==> config.mk <==
export PLATFORM = sky130hd
export DESIGN_NAME = bcd_to_bin
export DESIGN_NICKNAME = d
export VERILOG_FILES = /design/src/rtl/bcd_pkg.sv /design/src/rtl/bcd_digit_adj.sv /design/src/rtl/bcd_to_bin.sv
export SDC_FILE = /design/constraint.sdc
export NUM_CORES = 1
export LEC_CHECK = 0
export BUFFER_PORTS_ARGS = -buffer_cell sky130_fd_sc_hd__buf_2
export CELL_PAD_IN_SITES_DETAIL_PLACEMENT = 0
export CELL_PAD_IN_SITES_GLOBAL_PLACEMENT = 1
export CORE_AREA = 2 2 77 86
export CTS_BUF_LIST = sky130_fd_sc_hd__clkbuf_4
export CTS_CLUSTER_SIZE = 16
export DETAILED_ROUTE_END_ITERATION = 8
export DIE_AREA = 0 0 79 88
export PLACE_DENSITY_LB_ADDON = 0.25
export SLEW_MARGIN = 20
export SYNTH_ARGS = -nofsm -noshare
export SYNTH_HDL_FRONTEND = slang
export SYNTH_SLANG_ARGS = --single-unit
==> constraint.sdc <==
create_clock -name clk -period 3.27 [get_ports clk]
set_input_delay 0 -clock clk [delete_from_list [all_inputs] [get_ports clk]]
set_output_delay 0 -clock clk [all_outputs]
set_load 0.05 [all_outputs]
==> src/rtl/bcd_pkg.sv <==
// Shared definitions for the BCD-to-binary converter.
//   DIGIT_W       : bits per BCD digit
//   bcd_state_e   : converter state encoding
//   min_bin_width : minimum binary width able to hold any NDIG-digit decimal value
package bcd_pkg;

    localparam int unsigned DIGIT_W = 4;

    typedef enum logic [1:0] {
        S_IDLE  = 2'd0,
        S_SHIFT = 2'd1,
        S_DONE  = 2'd2
    } bcd_state_e;

    // Smallest w with 2^w >= 10^ndig, i.e. ceil(log2(10^ndig)).
    function automatic int unsigned min_bin_width(input int unsigned ndig);
        longint unsigned lim;
        int unsigned     w;
        lim = 64'd1;
        w   = 0;
        for (int unsigned i = 0; i < ndig; i++) begin
            lim = lim * 64'd10;
        end
        while ((64'd1 << w) < lim) begin
            w++;
        end
        return w;
    endfunction

endpackage

==> src/rtl/bcd_digit_adj.sv <==
// Reverse double-dabble correction cell: a digit that is 8 or more after the
// right shift has 3 subtracted (mod 16).
//   i_digit   : shifted BCD digit
//   o_digit_c : corrected digit (combinational)
module bcd_digit_adj
    import bcd_pkg::*;
(
    input  logic [DIGIT_W-1:0] i_digit,
    output logic [DIGIT_W-1:0] o_digit_c
);

    always_comb begin
        o_digit_c = i_digit;
        if (i_digit >= DIGIT_W'(8)) begin
            o_digit_c = i_digit - DIGIT_W'(3);
        end
    end

endmodule

==> src/rtl/bcd_to_bin.sv <==
// Iterative BCD-to-binary converter (reverse double-dabble, one bit per cycle).
//   clk, rst_n           : clock, asynchronous active-low reset
//   in_valid / in_ready  : input handshake, bcd_in = packed BCD (digit 0 in [3:0])
//   out_valid / out_ready: output handshake
//   bin_out              : binary value (0 when err or when out_valid is low)
//   err                  : some input digit was greater than 9
module bcd_to_bin
    import bcd_pkg::*;
#(
    parameter int unsigned NDIG = 4,
    parameter int unsigned BW   = 14
) (
    input  logic                    clk,
    input  logic                    rst_n,
    input  logic                    in_valid,
    output logic                    in_ready,
    input  logic [DIGIT_W*NDIG-1:0] bcd_in,
    output logic                    out_valid,
    input  logic                    out_ready,
    output logic [BW-1:0]           bin_out,
    output logic                    err
);

    localparam int unsigned TW       = DIGIT_W * NDIG;
    localparam int unsigned CW       = $clog2(TW);
    localparam int unsigned MIN_BW   = min_bin_width(NDIG);
    localparam logic [CW-1:0] CNT_LAST = CW'(TW - 1);

    // Elaboration-time parameter legality check.
    if (NDIG < 1 || NDIG > 8) begin : g_bad_ndig
        $error("bcd_to_bin: NDIG out of range 1..8");
    end
    if (BW < MIN_BW) begin : g_bad_bw
        $error("bcd_to_bin: BW too small for NDIG digits");
    end

    bcd_state_e      r_state;
    bcd_state_e      w_state_nxt;
    logic [TW-1:0]   r_bcd;
    logic [TW-1:0]   r_bin;
    logic [CW-1:0]   r_cnt;
    logic            r_err;
    logic [BW-1:0]   r_bin_out;
    logic            r_err_out;
    logic            r_in_ready;
    logic            r_out_valid;

    logic [TW-1:0]   w_bcd_sh;
    logic [TW-1:0]   w_bin_sh;
    logic [TW-1:0]   w_bcd_adj;
    logic            w_last;
    logic            w_err_in;

    // One iteration: shift {bcd, bin} right, then correct each digit.
    assign w_bcd_sh = {1'b0, r_bcd[TW-1:1]};
    assign w_bin_sh = {r_bcd[0], r_bin[TW-1:1]};

    for (genvar g = 0; g < NDIG; g++) begin : g_adj
        bcd_digit_adj u_adj (
            .i_digit   (w_bcd_sh[g*DIGIT_W +: DIGIT_W]),
            .o_digit_c (w_bcd_adj[g*DIGIT_W +: DIGIT_W])
        );
    end

    assign w_last = (r_cnt == CNT_LAST);

    // Any input digit above 9.
    always_comb begin
        w_err_in = 1'b0;
        for (int i = 0; i < int'(NDIG); i++) begin
            if (bcd_in[i*DIGIT_W +: DIGIT_W] > DIGIT_W'(9)) begin
                w_err_in = 1'b1;
            end
        end
    end

    // State register.
    always_ff @(posedge clk or negedge rst_n) begin
        if (!rst_n) begin
            r_state <= S_IDLE;
        end else begin
            r_state <= w_state_nxt;
        end
    end

    // Next-state logic.
    always_comb begin
        w_state_nxt = r_state;
        case (r_state)
            S_IDLE:  if (in_valid)  w_state_nxt = S_SHIFT;
            S_SHIFT: if (w_last)    w_state_nxt = S_DONE;
            S_DONE:  if (out_ready) w_state_nxt = S_IDLE;
            default: w_state_nxt = S_IDLE;
        endcase
    end

    // Datapath, error latch and registered outputs.
    always_ff @(posedge clk or negedge rst_n) begin
        if (!rst_n) begin
            r_bcd       <= '0;
            r_bin       <= '0;
            r_cnt       <= '0;
            r_err       <= 1'b0;
            r_bin_out   <= '0;
            r_err_out   <= 1'b0;
            r_in_ready  <= 1'b1;
            r_out_valid <= 1'b0;
        end else begin
            r_in_ready  <= (w_state_nxt == S_IDLE);
            r_out_valid <= (w_state_nxt == S_DONE);
            case (r_state)
                S_IDLE: begin
                    if (in_valid) begin
                        r_bcd <= bcd_in;
                        r_bin <= '0;
                        r_cnt <= '0;
                        r_err <= w_err_in;
                    end
                end
                S_SHIFT: begin
                    r_bcd <= w_bcd_adj;
                    r_bin <= w_bin_sh;
                    r_cnt <= w_last ? '0 : r_cnt + CW'(1);
                    // Final iteration: publish the result alongside out_valid.
                    if (w_last) begin
                        r_bin_out <= r_err ? '0 : BW'(w_bin_sh);
                        r_err_out <= r_err;
                    end
                end
                S_DONE: begin
                    if (out_ready) begin
                        r_bin_out <= '0;
                        r_err_out <= 1'b0;
                    end
                end
                default: begin
                    r_cnt <= '0;
                end
            endcase
        end
    end

    assign in_ready  = r_in_ready;
    assign out_valid = r_out_valid;
    assign bin_out   = r_bin_out;
    assign err       = r_err_out;

endmodule
# Word-level counts from Yosys, hierarchy flattened
# Cells that the tools add are included.
# word_totals
in_bits	20
wordCells	64
out_inout_bits	17
ff_bits	56
# op_classes
add_sub_neg	5
n_mux	26
reduce_logical	8
eq_ne	7
magnitude_cmp	8
bitwise_logic	1
# ops
cell	count
16-bit case mux with 2 select lines	2
14-bit two-way mux	3
16-bit two-way mux	2
14-bit case mux with 2 select lines	1
4-bit two-way mux	6
4-bit > comparator, second input constant	4
4-bit >= comparator, second input constant	3
4-bit case mux with 3 select lines	1
4-bit by 2-bit subtractor with 4-bit output, second input constant	3
1-bit two-way mux	6
2-bit two-way mux	3
2-bit inequality test, second input constant	3
2-bit case mux with 3 select lines	1
2-bit AND reduction	3
4-bit by 1-bit adder with 4-bit output, second input constant	1
2-bit equality test, second input constant	2
4-bit equality test, second input constant	1
3-bit by 4-bit >= comparator with 1-bit output, second input constant	1
2-bit zero test	2
2-bit nonzero test	2
3-bit by 2-bit subtractor with 4-bit output, second input constant	1
3-bit AND reduction	1
2-bit by 1-bit equality test with 1-bit output, second input constant	1
1-bit case mux with 2 select lines	1
1-bit inverter	1

# Logic depth before layout (Yosys ltp)
# Gate-level depths: netlist (run 1).
# depth
depth_word	5
mapped_depth	6
mapped_depth_nobuf	5

# Hierarchy
# A second synthesis (run 1) with hierarchy kept.
# hier_totals
cells_unflattened	258
hier_area_um2	2806.4
# modules_own_cells
module	n_inst	area_per_inst_um2	seq_area_each_um2	cells_per_inst
bcd_to_bin	1	2501.1	1377.6	214
bcd_digit_adj	4	76.3	0.0	11

# Worst setup path after synthesis (run 1)
# OpenSTA, ideal clock, no wires.
# synth_timing
path_kind	register to register
startpoint	register r_cnt[0]
endpoint	register r_bin_out[10] (netlist: bin_out[10])
setup_ps	125
path_buffers	2
t_arrival_ps	1666
synth_period_minus_slack_ps	1791
path_slack_ps	1479
required_ps	3145
stages_incl_launch_ff	7
cell_sequence	dfrtp_1 > ha_1 > and3_1 > clkbuf_1 > a22o_4 > buf_6 > mux2_4
# synth_between
elab_chain_cells	3
# synth_lines
element	line_no	text
start, declared	bcd_to_bin.sv:41	logic [CW-1:0] r_cnt;
start signal, assigned	bcd_to_bin.sv:123	r_cnt <= w_last ? '0 : r_cnt + CW'(1);
4-bit equality test	bcd_to_bin.sv:65	assign w_last = (r_cnt == CNT_LAST);
2-bit inequality test (no line)	n/a	
3-bit AND reduction (no line)	n/a	
end signal, assigned	bcd_to_bin.sv:126	r_bin_out <= r_err ? '0 : BW'(w_bin_sh);
end, declared	bcd_to_bin.sv:43	logic [BW-1:0] r_bin_out;
# Every way passes these cells.
# A chain may end at the register's enable or synchronous reset.

# Worst setup path in the final report (run 1)
# layout_timing
startpoint	register r_state[1]
endpoint	register r_bin_out[0] (netlist: bin_out[0])
# layout_between
elab_chain_cells	3
word_cells_on_any_way	7
cone_classes	eq/ne: 4; mux: 1; reduce/logical: 2
# layout_lines
element	line_no	text
start, declared	bcd_to_bin.sv:37	bcd_state_e r_state;
start signal, assigned	bcd_to_bin.sv:82	r_state <= w_state_nxt;
2-bit by 1-bit equality test with 1-bit output / 2-bit equality test (equally long branches)	bcd_to_bin.sv:111	case (r_state)
2-bit inequality test (no line) / 2-bit nonzero test (equally long branches)	n/a	
3-bit AND reduction (no line)	n/a	
# Several ways; a longest one is shown, not always the timed one.

==> flow_metrics.env, run 1 <==
export IMPL_status="complete, no violations"
export IMPL_cts_inserted_buffers=5
export IMPL_wl_met2_um=2660
export IMPL_synth_nets=260
export IMPL_hp_class="input port to register"
export IMPL_top_layer="met4"
export IMPL_postCtsResizedCells=0
export IMPL_yosys_warnings=0
export IMPL_diodes=0
export IMPL_nNetsFinal=308
export IMPL_ctsHoldBuffers=19
export IMPL_clkLatencyLatePin_ns=0.37
export IMPL_die_h_um=88
export IMPL_setup_viol=0
export IMPL_ys_seq_elements=55
export IMPL_yosysSeqAreaShare=0.513
export IMPL_final_max_slew_viol_count=0
export IMPL_drt_iter0_drc=169
export IMPL_clk_pin_slew_ns=0.16
export IMPL_path_class="register to register"
export IMPL_synth_cell_type_count=41
export IMPL_worst_slack_ns=1.15
export IMPL_die_area_um2=6950
export IMPL_drt_pre_antenna_iters=4
export IMPL_cp_arrival_ns=2.38
export IMPL_synth_most_common_cell="dfrtp_1"
export IMPL_htree_levels=2
export IMPL_syn_inst=233
export IMPL_grt_pass1_wl_um=9170
export IMPL_gp_congestion=0.760
export IMPL_irDropWorstVdd_v=0.000489
export IMPL_grt_max_degree=32
export IMPL_synth_top_area_cell="dfrtp_1"
export IMPL_slew_headroom=0.583
export IMPL_area_growth_pct=17.0
export IMPL_post_route_min_period_ns=2.12
export IMPL_ant_nets=0
export IMPL_first_global_vias=1910
export IMPL_crit_required_ns=3.53
export IMPL_drc=0
export IMPL_synthTopCellsByCount="dfrtp_1, a22o_1, nand2_1, nor3b_1, o21ai_0"
export IMPL_drv_cap=0
export IMPL_dp_hpwl_um=3650
export IMPL_synth_top_cell_area_share=0.503
export IMPL_core_um2=6080
export IMPL_vias_per_cell=5.31
export IMPL_yosys_most_used_dff="dfrtp_1"
export IMPL_cts_sinks=55
export IMPL_post_cts_setup_buffers=0
export IMPL_io_pins=37
export IMPL_root_buffer="clkbuf_4"
export IMPL_grt_use_total=0.169
export IMPL_preCtsSetupSlack_ns=1.15
export IMPL_cts_max_path_buffers=2
export IMPL_hold_viol_final=0
export IMPL_wl_per_cell_um=15.7
export IMPL_vias=1922
export IMPL_tightest_slew_ns=0.625
export IMPL_tns_ns=0
export IMPL_wirelength_um=5680
export IMPL_antenna_found_initial=0
export IMPL_whs_ns=0.0441
export IMPL_gr_total_overflow=0
export IMPL_skew_ns=0.0228
export IMPL_syn_mean_instance_area_um2=11.5
export IMPL_dr_wl_met3_um=218
export IMPL_std_cell_rows=30
export IMPL_max_freq_mhz=471
export IMPL_end_kind="register"
export IMPL_cp_start_kind="register"
export IMPL_met1_length_um=2730
export IMPL_rsz0062_at_grt="false"
export IMPL_die_w_um=79
export IMPL_drive_gt1_frac=0.223
export IMPL_cp_max_fo=18
export IMPL_async_reset_ff_frac=1.00
export IMPL_cts_tree="built"
export IMPL_powerDensity_nw_per_um2=859
export IMPL_netlist_area_um2=2680
export IMPL_start_util=0.441
export IMPL_io_buffers=36
export IMPL_power_leakage_uw=0.00153
export IMPL_synthTopCellsByArea="dfrtp_1, a22o_1, mux2_4"
export IMPL_synth_edf_count=0
export IMPL_period_share=0.649
export IMPL_totalPowerFinal_uw=2700
-- cells by family (layout without fill, tap and decap cells) --
logic type | count (synthesis) | count (layout) | share of synthesized area
AOI/OAI and AO/OA | 61 | 61 | 0.173
and+or+nand+nor | 57 | 57 | 0.118
DFF | 55 | 55 | 0.513
buffers and inverters | 26 | 75 | 0.0462
muxes | 21 | 21 | 0.0979
adders and majority gates | 7 | 7 | 0.0326
xor gates and xnor gates | 6 | 6 | 0.0196
-- placed cells by master, fill, tap and decap left out, types with 2 or more instances in the layout --
cell type / netlist / final
a21oi_1: 6 / 6
a22o_1: 18 / 18
a22oi_1: 4 / 4
buf_2: 3 / 36
buf_4: 0 / 3
clkbuf_4: 0 / 6
clkinv_1: 0 / 2
dfrtp_1: 54 / 54
dlygate4sd3_1: 0 / 19
ha_1: 7 / 7
inv_1: 9 / 9
mux2_2: 5 / 5
mux2_4: 9 / 9
mux2i_1: 6 / 6
nand2_1: 17 / 17
nand2b_1: 3 / 3
nand3_1: 4 / 4
nor2_1: 7 / 7
nor2b_1: 6 / 6
nor3b_1: 14 / 14
o211a_1: 3 / 3
o21ai_0: 12 / 12
o22a_1: 6 / 6
o31ai_1: 3 / 3
xnor2_1: 3 / 3
xor2_1: 3 / 3
-- cell type report --
cell class	count	area, µm²
multi-input combinational	152	1180
tap	80	100
fill	554	2940
inverter	9	33.8
clock inverter	2	7.51
timing repair buffer	58	393
sequential	55	1380
clock buffer	6	45.0
-- path summary, 6_finish.rpt --
check	start	to	slack [ns]	cells past startpoint
worst max-delay path	r_state[1]	bin_out[0]	1.15	3
worst min-delay path	in_valid	r_bcd[15]	0.04	4
worst max register to register	r_state[1]	bin_out[0]	1.15	3
worst min register to register	r_bcd[13]	r_bcd[13]	0.51	2
max in group asynchronous	rst_n	r_bin[14]	2.31	3
min in group asynchronous	rst_n	r_bcd[1]	0.15	2
-- sequential cells by signal (all words and copies together), names as in the netlist --
name	flops
r_err	1
bin_out	14
r_state	2
err	1
r_bcd	16
out_valid	1
r_bin	15
r_cnt	4
in_ready	1
-- metrics by stage --
stage,utilization,cells,instance area [µm²]
4_1_cts,0.516,362,3140
5_1_grt,0.516,362,3140
6_report,0.516,362,3140
2_1_floorplan,-,233,2680
3_5_place_dp,0.476,335,2900
3_3_place_gp,0.476,335,2900
-- per-layer routing --
layer  vias up  global-route usage
li1        926                   -
met3         7              0.0258
met4         0              0.0486
met1       943               0.237
met5         -                   0
met2        46               0.277
-- report_power, final --
group	switching, µW	internal [µW]
clock network	206	88.7
logic	654	543
registers	259	947
-- worst max-delay path: stages, from the launching register on --
cell and delay, ns:
dfrtp_1 0.72, and2b_1 0.54, a22o_4 0.36, mux2_2 0.38
Power figures use the tool's default switching activity.
==> inputs of run 2 (changes only) <==
==> constraint.sdc (replaced) <==
create_clock -name clk -period 2.1 [get_ports clk]
set_input_delay 0 -clock clk [delete_from_list [all_inputs] [get_ports clk]]
set_output_delay 0 -clock clk [all_outputs]
set_load 0.05 [all_outputs]
==> flow_metrics.env, run 2 (same netlist as run 1, synthesis figures left out) <==
export IMPL_rsz0062_at_grt="false"
export IMPL_place_inst=339
export IMPL_die_h_um=88
export IMPL_io_pins=37
export IMPL_final_max_slew_viol_count=0
export IMPL_largest_reg_flops=16
export IMPL_drt_pre_antenna_iters=4
export IMPL_ant_nets=0
export IMPL_wl_per_cell_um=15.0
export IMPL_cts_sinks=55
export IMPL_drive_gt1_frac=0.241
export IMPL_die_area_um2=6950
export IMPL_netSwitchingPower_uw=1740
export IMPL_diodes=0
export IMPL_cts_max_path_buffers=2
export IMPL_dp_hpwl_um=3660
export IMPL_hold_viol_final=0
export IMPL_path_class="register to register"
export IMPL_layoutNonFillerInstCount=366
export IMPL_root_buffer="clkbuf_4"
export IMPL_period_share=0.898
export IMPL_whs_ns=0.0735
export IMPL_area_growth_pct=18.7
export IMPL_grt_max_degree=32
export IMPL_clk_pin_slew_ns=0.15
export IMPL_irDropWorstVdd_v=0.000630
export IMPL_worstHoldStart="in_valid"
export IMPL_skew_ns=0.00615
export IMPL_reg2regPathDepth=5
export IMPL_postCtsResizedCells=0
export IMPL_antenna_found_initial=0
export IMPL_cp_arrival_ns=2.14
export IMPL_mostFrequentLayoutCells="dfrtp_1, buf_2, dlygate4sd3_1, a22o_1, nand2_1"
export IMPL_hold_end="r_bcd[15]"
export IMPL_end_kind="register"
export IMPL_fill_cells=595
export IMPL_setup_viol=0
export IMPL_slew_headroom=0.580
export IMPL_core_um2=6080
export IMPL_fin_area_um2=3190
export IMPL_tightest_slew_ns=0.629
export IMPL_layout_commonest_cell="dfrtp_1"
export IMPL_post_cts_setup_buffers=0
export IMPL_first_global_vias=1897
export IMPL_drt_iter0_drc=68
export IMPL_p_seq_frac=0.435
export IMPL_hold_depth=4
export IMPL_powerDensity_nw_per_um2=1330
export IMPL_post_dp_cell_area_um2=2940
export IMPL_cp_start_kind="register"
export IMPL_vias_per_cell=5.22
export IMPL_p_int_uw=2490
export IMPL_pwr_share_clk=0.111
export IMPL_drv_cap=0
export IMPL_gp_congestion=0.770
export IMPL_status="complete, no violations"
export IMPL_crit_required_ns=2.35
export IMPL_ff2ff_setup_slack_ns=0.21
export IMPL_gr_total_overflow=0
export IMPL_switching_share=0.411
export IMPL_nNetsFinal=312
export IMPL_power_leakage_uw=0.00156
export IMPL_hp_class="input port to register"
export IMPL_vias=1911
export IMPL_r2r_end="r_bcd[10]"
export IMPL_post_route_min_period_ns=1.89
export IMPL_std_cell_rows=30
export IMPL_clkLatencyLatePin_ns=0.37
export IMPL_start_util=0.441
export IMPL_cts_tree="built"
export IMPL_grt_pass1_wl_um=9310
export IMPL_drc=0
export IMPL_cp_max_fo=13
export IMPL_die_w_um=79
export IMPL_cts_inserted_buffers=5
export IMPL_tns_ns=0
export IMPL_r2r_start="r_state[1]"
export IMPL_combPwrFrac=0.454
export IMPL_io_buffers=36
export IMPL_grt_use_total=0.171
export IMPL_max_freq_mhz=530
export IMPL_htree_levels=2
export IMPL_wirelength_um=5480
export IMPL_regMostFlops="r_bcd"
run 2: worst max-delay path by stage:
stage | from | to | slack, ns | depth (start not counted)
floorplan | r_cnt[0] | bin_out[10] | 0.31 | 6
global placement | r_cnt[0] | bin_out[4] | 0.38 | 4
detailed placement | r_cnt[0] | bin_out[4] | 0.36 | 4
CTS | r_state[1] | r_bcd[10] | 0.22 | 5
global route | r_state[1] | r_bcd[10] | 0.09 | 5
finish | r_state[1] | r_bcd[10] | 0.21 | 5
run 2: final cells by class:
class | count | area (µm²) | area share
Inverter | 9 | 33.8 | 0.0106
Multi-Input combinational cell | 152 | 1180 | 0.371
Timing Repair Buffer | 62 | 435 | 0.137
Clock buffer | 6 | 45.0 | 0.0141
Sequential cell | 55 | 1380 | 0.432
Tap cell | 80 | 100 | 0.0314
Clock inverter | 2 | 12.5 | 0.00393
run 2: power groups by stage:
stage	clock network, µW	logic [µW]	registers [µW]
2_1_floorplan	0	1240	2100
3_3_place_gp	0	1880	1860
3_5_place_dp	0	1910	1860
4_1_cts	489	1940	1840
5_1_grt	530	2110	1910
6_report	467	1920	1840
run 2: per-stage QoR:
step	power, µW	setup WS, ns	util
4_1_cts	4270	0.217	0.524
3_3_place_gp	3740	0.384	0.483
3_5_place_dp	3770	0.361	0.483
5_1_grt	4550	0.0933	0.524
6_report	4220	0.214	0.524
2_1_floorplan	3330	0.309	-
run 2: metal layers:
layer	part of all wire	routed length (µm)	up-vias	GRT usage
met5	0	0	-	0
met1	0.49	2710	937	0.235
li1	-	-	931	-
met2	0.46	2510	37	0.284
met4	0.012	64	0	0.0423
met3	0.037	204	6	0.0289
run 2: repair_timing:
| action | CTS | global route |
|---|---|---|
| hold buffers | 19 | 0 |
| endpoints found under the hold margin | 44 | 0 |
| endpoints found under the setup margin | 0 | 0 |
run 2: critical path, stage by stage, from the launching register on:
cell and delay (ns):
dfrtp_1 0.55, o21bai_2 0.27, buf_4 0.18, a32oi_1 0.14, dlygate4sd3_1 0.56, o21ai_0 0.07
==> inputs of run 3 (changes only) <==
--- a/config.mk
+++ b/config.mk
@@ -14,6 +14,7 @@
 export DETAILED_ROUTE_END_ITERATION = 8
 export DIE_AREA = 0 0 79 88
 export PLACE_DENSITY_LB_ADDON = 0.25
+export RECOVER_POWER = 100
 export SLEW_MARGIN = 20
 export SYNTH_ARGS = -nofsm -noshare
 export SYNTH_HDL_FRONTEND = slang
==> flow_metrics.env, run 3 (same netlist as run 1, synthesis figures left out) <==
export IMPL_status="finished with violations"
export IMPL_violations="max-capacitance violations, max-slew violations"
export IMPL_netSwitchingPower_uw=1730
export IMPL_cp_start_kind="register"
export IMPL_powerDensity_nw_per_um2=1330
export IMPL_std_cell_rows=30
export IMPL_path_cells="o21bai_1, clkbuf_2, a32oi_1, dlygate4sd3_1, o21ai_0"
export IMPL_tns_ns=0
export IMPL_clkLatencyLatePin_ns=0.37
export IMPL_grt_pass1_wl_um=9310
export IMPL_grt_max_degree=32
export IMPL_largest_reg_flops=16
export IMPL_cts_max_path_buffers=2
export IMPL_antenna_found_initial=0
export IMPL_postCtsResizedCells=0
export IMPL_hold_depth=4
export IMPL_switching_share=0.420
export IMPL_drt_pre_antenna_iters=4
export IMPL_cp_arrival_ns=2.15
export IMPL_clk_pin_slew_ns=0.15
export IMPL_cts_sinks=55
export IMPL_cp_slowest_cell="dlygate4sd3_1"
export IMPL_layout_commonest_cell="dfrtp_1"
export IMPL_drt_iter0_drc=73
export IMPL_final_max_slew_viol_count=27
export IMPL_crit_required_ns=2.36
export IMPL_diodes=0
export IMPL_path_class="register to register"
export IMPL_fill_cells=607
export IMPL_ant_nets=0
export IMPL_drive_gt1_frac=0.143
export IMPL_wl_per_cell_um=15.0
export IMPL_nNetsFinal=312
export IMPL_core_um2=6080
export IMPL_post_route_min_period_ns=1.90
export IMPL_hold_end="r_bcd[15]"
export IMPL_die_w_um=79
export IMPL_p_seq_frac=0.445
export IMPL_io_buffers=36
export IMPL_cp_max_fo=13
export IMPL_vias_per_cell=5.18
export IMPL_r2r_end="r_bcd[10]"
export IMPL_tightest_slew_ns=1.51
export IMPL_worstHoldStart="in_valid"
export IMPL_regArea_um2=1380
export IMPL_max_freq_mhz=527
export IMPL_hold_viol_final=0
export IMPL_combPwrFrac=0.441
export IMPL_drv_cap=1
export IMPL_ff2ff_setup_slack_ns=0.20
export IMPL_wirelength_um=5500
export IMPL_period_share=0.904
export IMPL_layoutNonFillerInstCount=366
export IMPL_gp_congestion=0.770
export IMPL_multi_input_area_um2=1130
export IMPL_place_inst=339
export IMPL_io_pins=37
export IMPL_setup_viol=0
export IMPL_drc=0
export IMPL_pwr_share_clk=0.113
export IMPL_reg2regPathDepth=5
export IMPL_regMostFlops="r_bcd"
export IMPL_grt_use_total=0.171
export IMPL_htree_levels=2
export IMPL_cts_inserted_buffers=5
export IMPL_post_cts_setup_buffers=0
export IMPL_end_kind="register"
export IMPL_mostFrequentLayoutCells="dfrtp_1, dlygate4sd3_1, a22o_1, buf_2, clkbuf_1"
export IMPL_power_leakage_uw=0.00146
export IMPL_gr_total_overflow=0
export IMPL_cts_tree="built"
export IMPL_skew_ns=0.00595
export IMPL_slowest_delay_ns=0.56
export IMPL_dp_hpwl_um=3660
export IMPL_slew_headroom=-0.00949
export IMPL_ctsHoldBuffers=19
export IMPL_root_buffer="clkbuf_4"
export IMPL_hp_class="input port to register"
export IMPL_p_int_uw=2390
export IMPL_die_area_um2=6950
export IMPL_r2r_start="r_state[1]"
export IMPL_area_growth_pct=15.8
export IMPL_die_h_um=88
export IMPL_start_util=0.441
export IMPL_vias=1897
export IMPL_first_global_vias=1897
export IMPL_crit_family="buffers and inverters"
export IMPL_irDropWorstVdd_v=0.000588
export IMPL_rsz0062_at_grt="false"
export IMPL_critPathBufInv=2
==> run 3: cell count changes in the layout (fill, tap and decap cells not counted), sizes merged <==
cell and delta:
buf -21, clkbuf +21
==> run 3: per-stage QoR <==
stage | total power (µW) | worst slack, ns | cell area, µm² | util | hold slack (ns)
6_report | 4120 | 0.202 | 3110 | 0.511 | 0.0636
5_1_grt | 4450 | 0.0633 | 3110 | 0.511 | 0.0568
4_1_cts | 4270 | 0.217 | 3190 | 0.524 | 0.0428
3_5_place_dp | 3770 | 0.361 | 2940 | 0.483 | 0.0531
3_3_place_gp | 3740 | 0.384 | 2940 | 0.483 | 0.0547
2_1_floorplan | 3330 | 0.309 | 2680 | - | -0.296
==> run 3: worst max path at each step <==
stage | startpoint | to | slack, ns | depth (start not counted)
CTS | r_state[1] | r_bcd[10] | 0.22 | 5
detailed placement | r_cnt[0] | bin_out[4] | 0.36 | 4
global route | r_state[0] | r_bcd[10] | 0.06 | 6
global placement | r_cnt[0] | bin_out[4] | 0.38 | 4
floorplan | r_cnt[0] | bin_out[10] | 0.31 | 6
finish | r_state[1] | r_bcd[10] | 0.20 | 5
==> run 3: worst reg2reg max path, cell delays in order (launching register included) <==
cell and delay (ns):
dfrtp_1 0.53, o21bai_1 0.23, clkbuf_2 0.22, a32oi_1 0.18, dlygate4sd3_1 0.56, o21ai_0 0.07
==> run 3: final cells by class <==
type	count	area share
Sequential cell	55	0.443
Multi-Input combinational cell	152	0.365
Timing Repair Buffer	62	0.130
Tap cell	80	0.0322
Clock buffer	6	0.0145
Inverter	9	0.0109
Clock inverter	2	0.00403
==> run 3: power groups by stage <==
stage	Sequential, µW	Combinational (µW)	Clock (µW)
2_1_floorplan	2100	1240	0
4_1_cts	1840	1940	489
3_5_place_dp	1860	1910	0
6_report	1840	1820	468
5_1_grt	1910	2010	530
3_3_place_gp	1860	1880	0
==> run 3: metal layers <==
layer	GRT usage	wire length, µm	up-vias
met2	0.284	2480	35
met4	0.0423	64	0
li1	-	-	933
met1	0.235	2760	923
met5	0	0	-
met3	0.0289	200	6
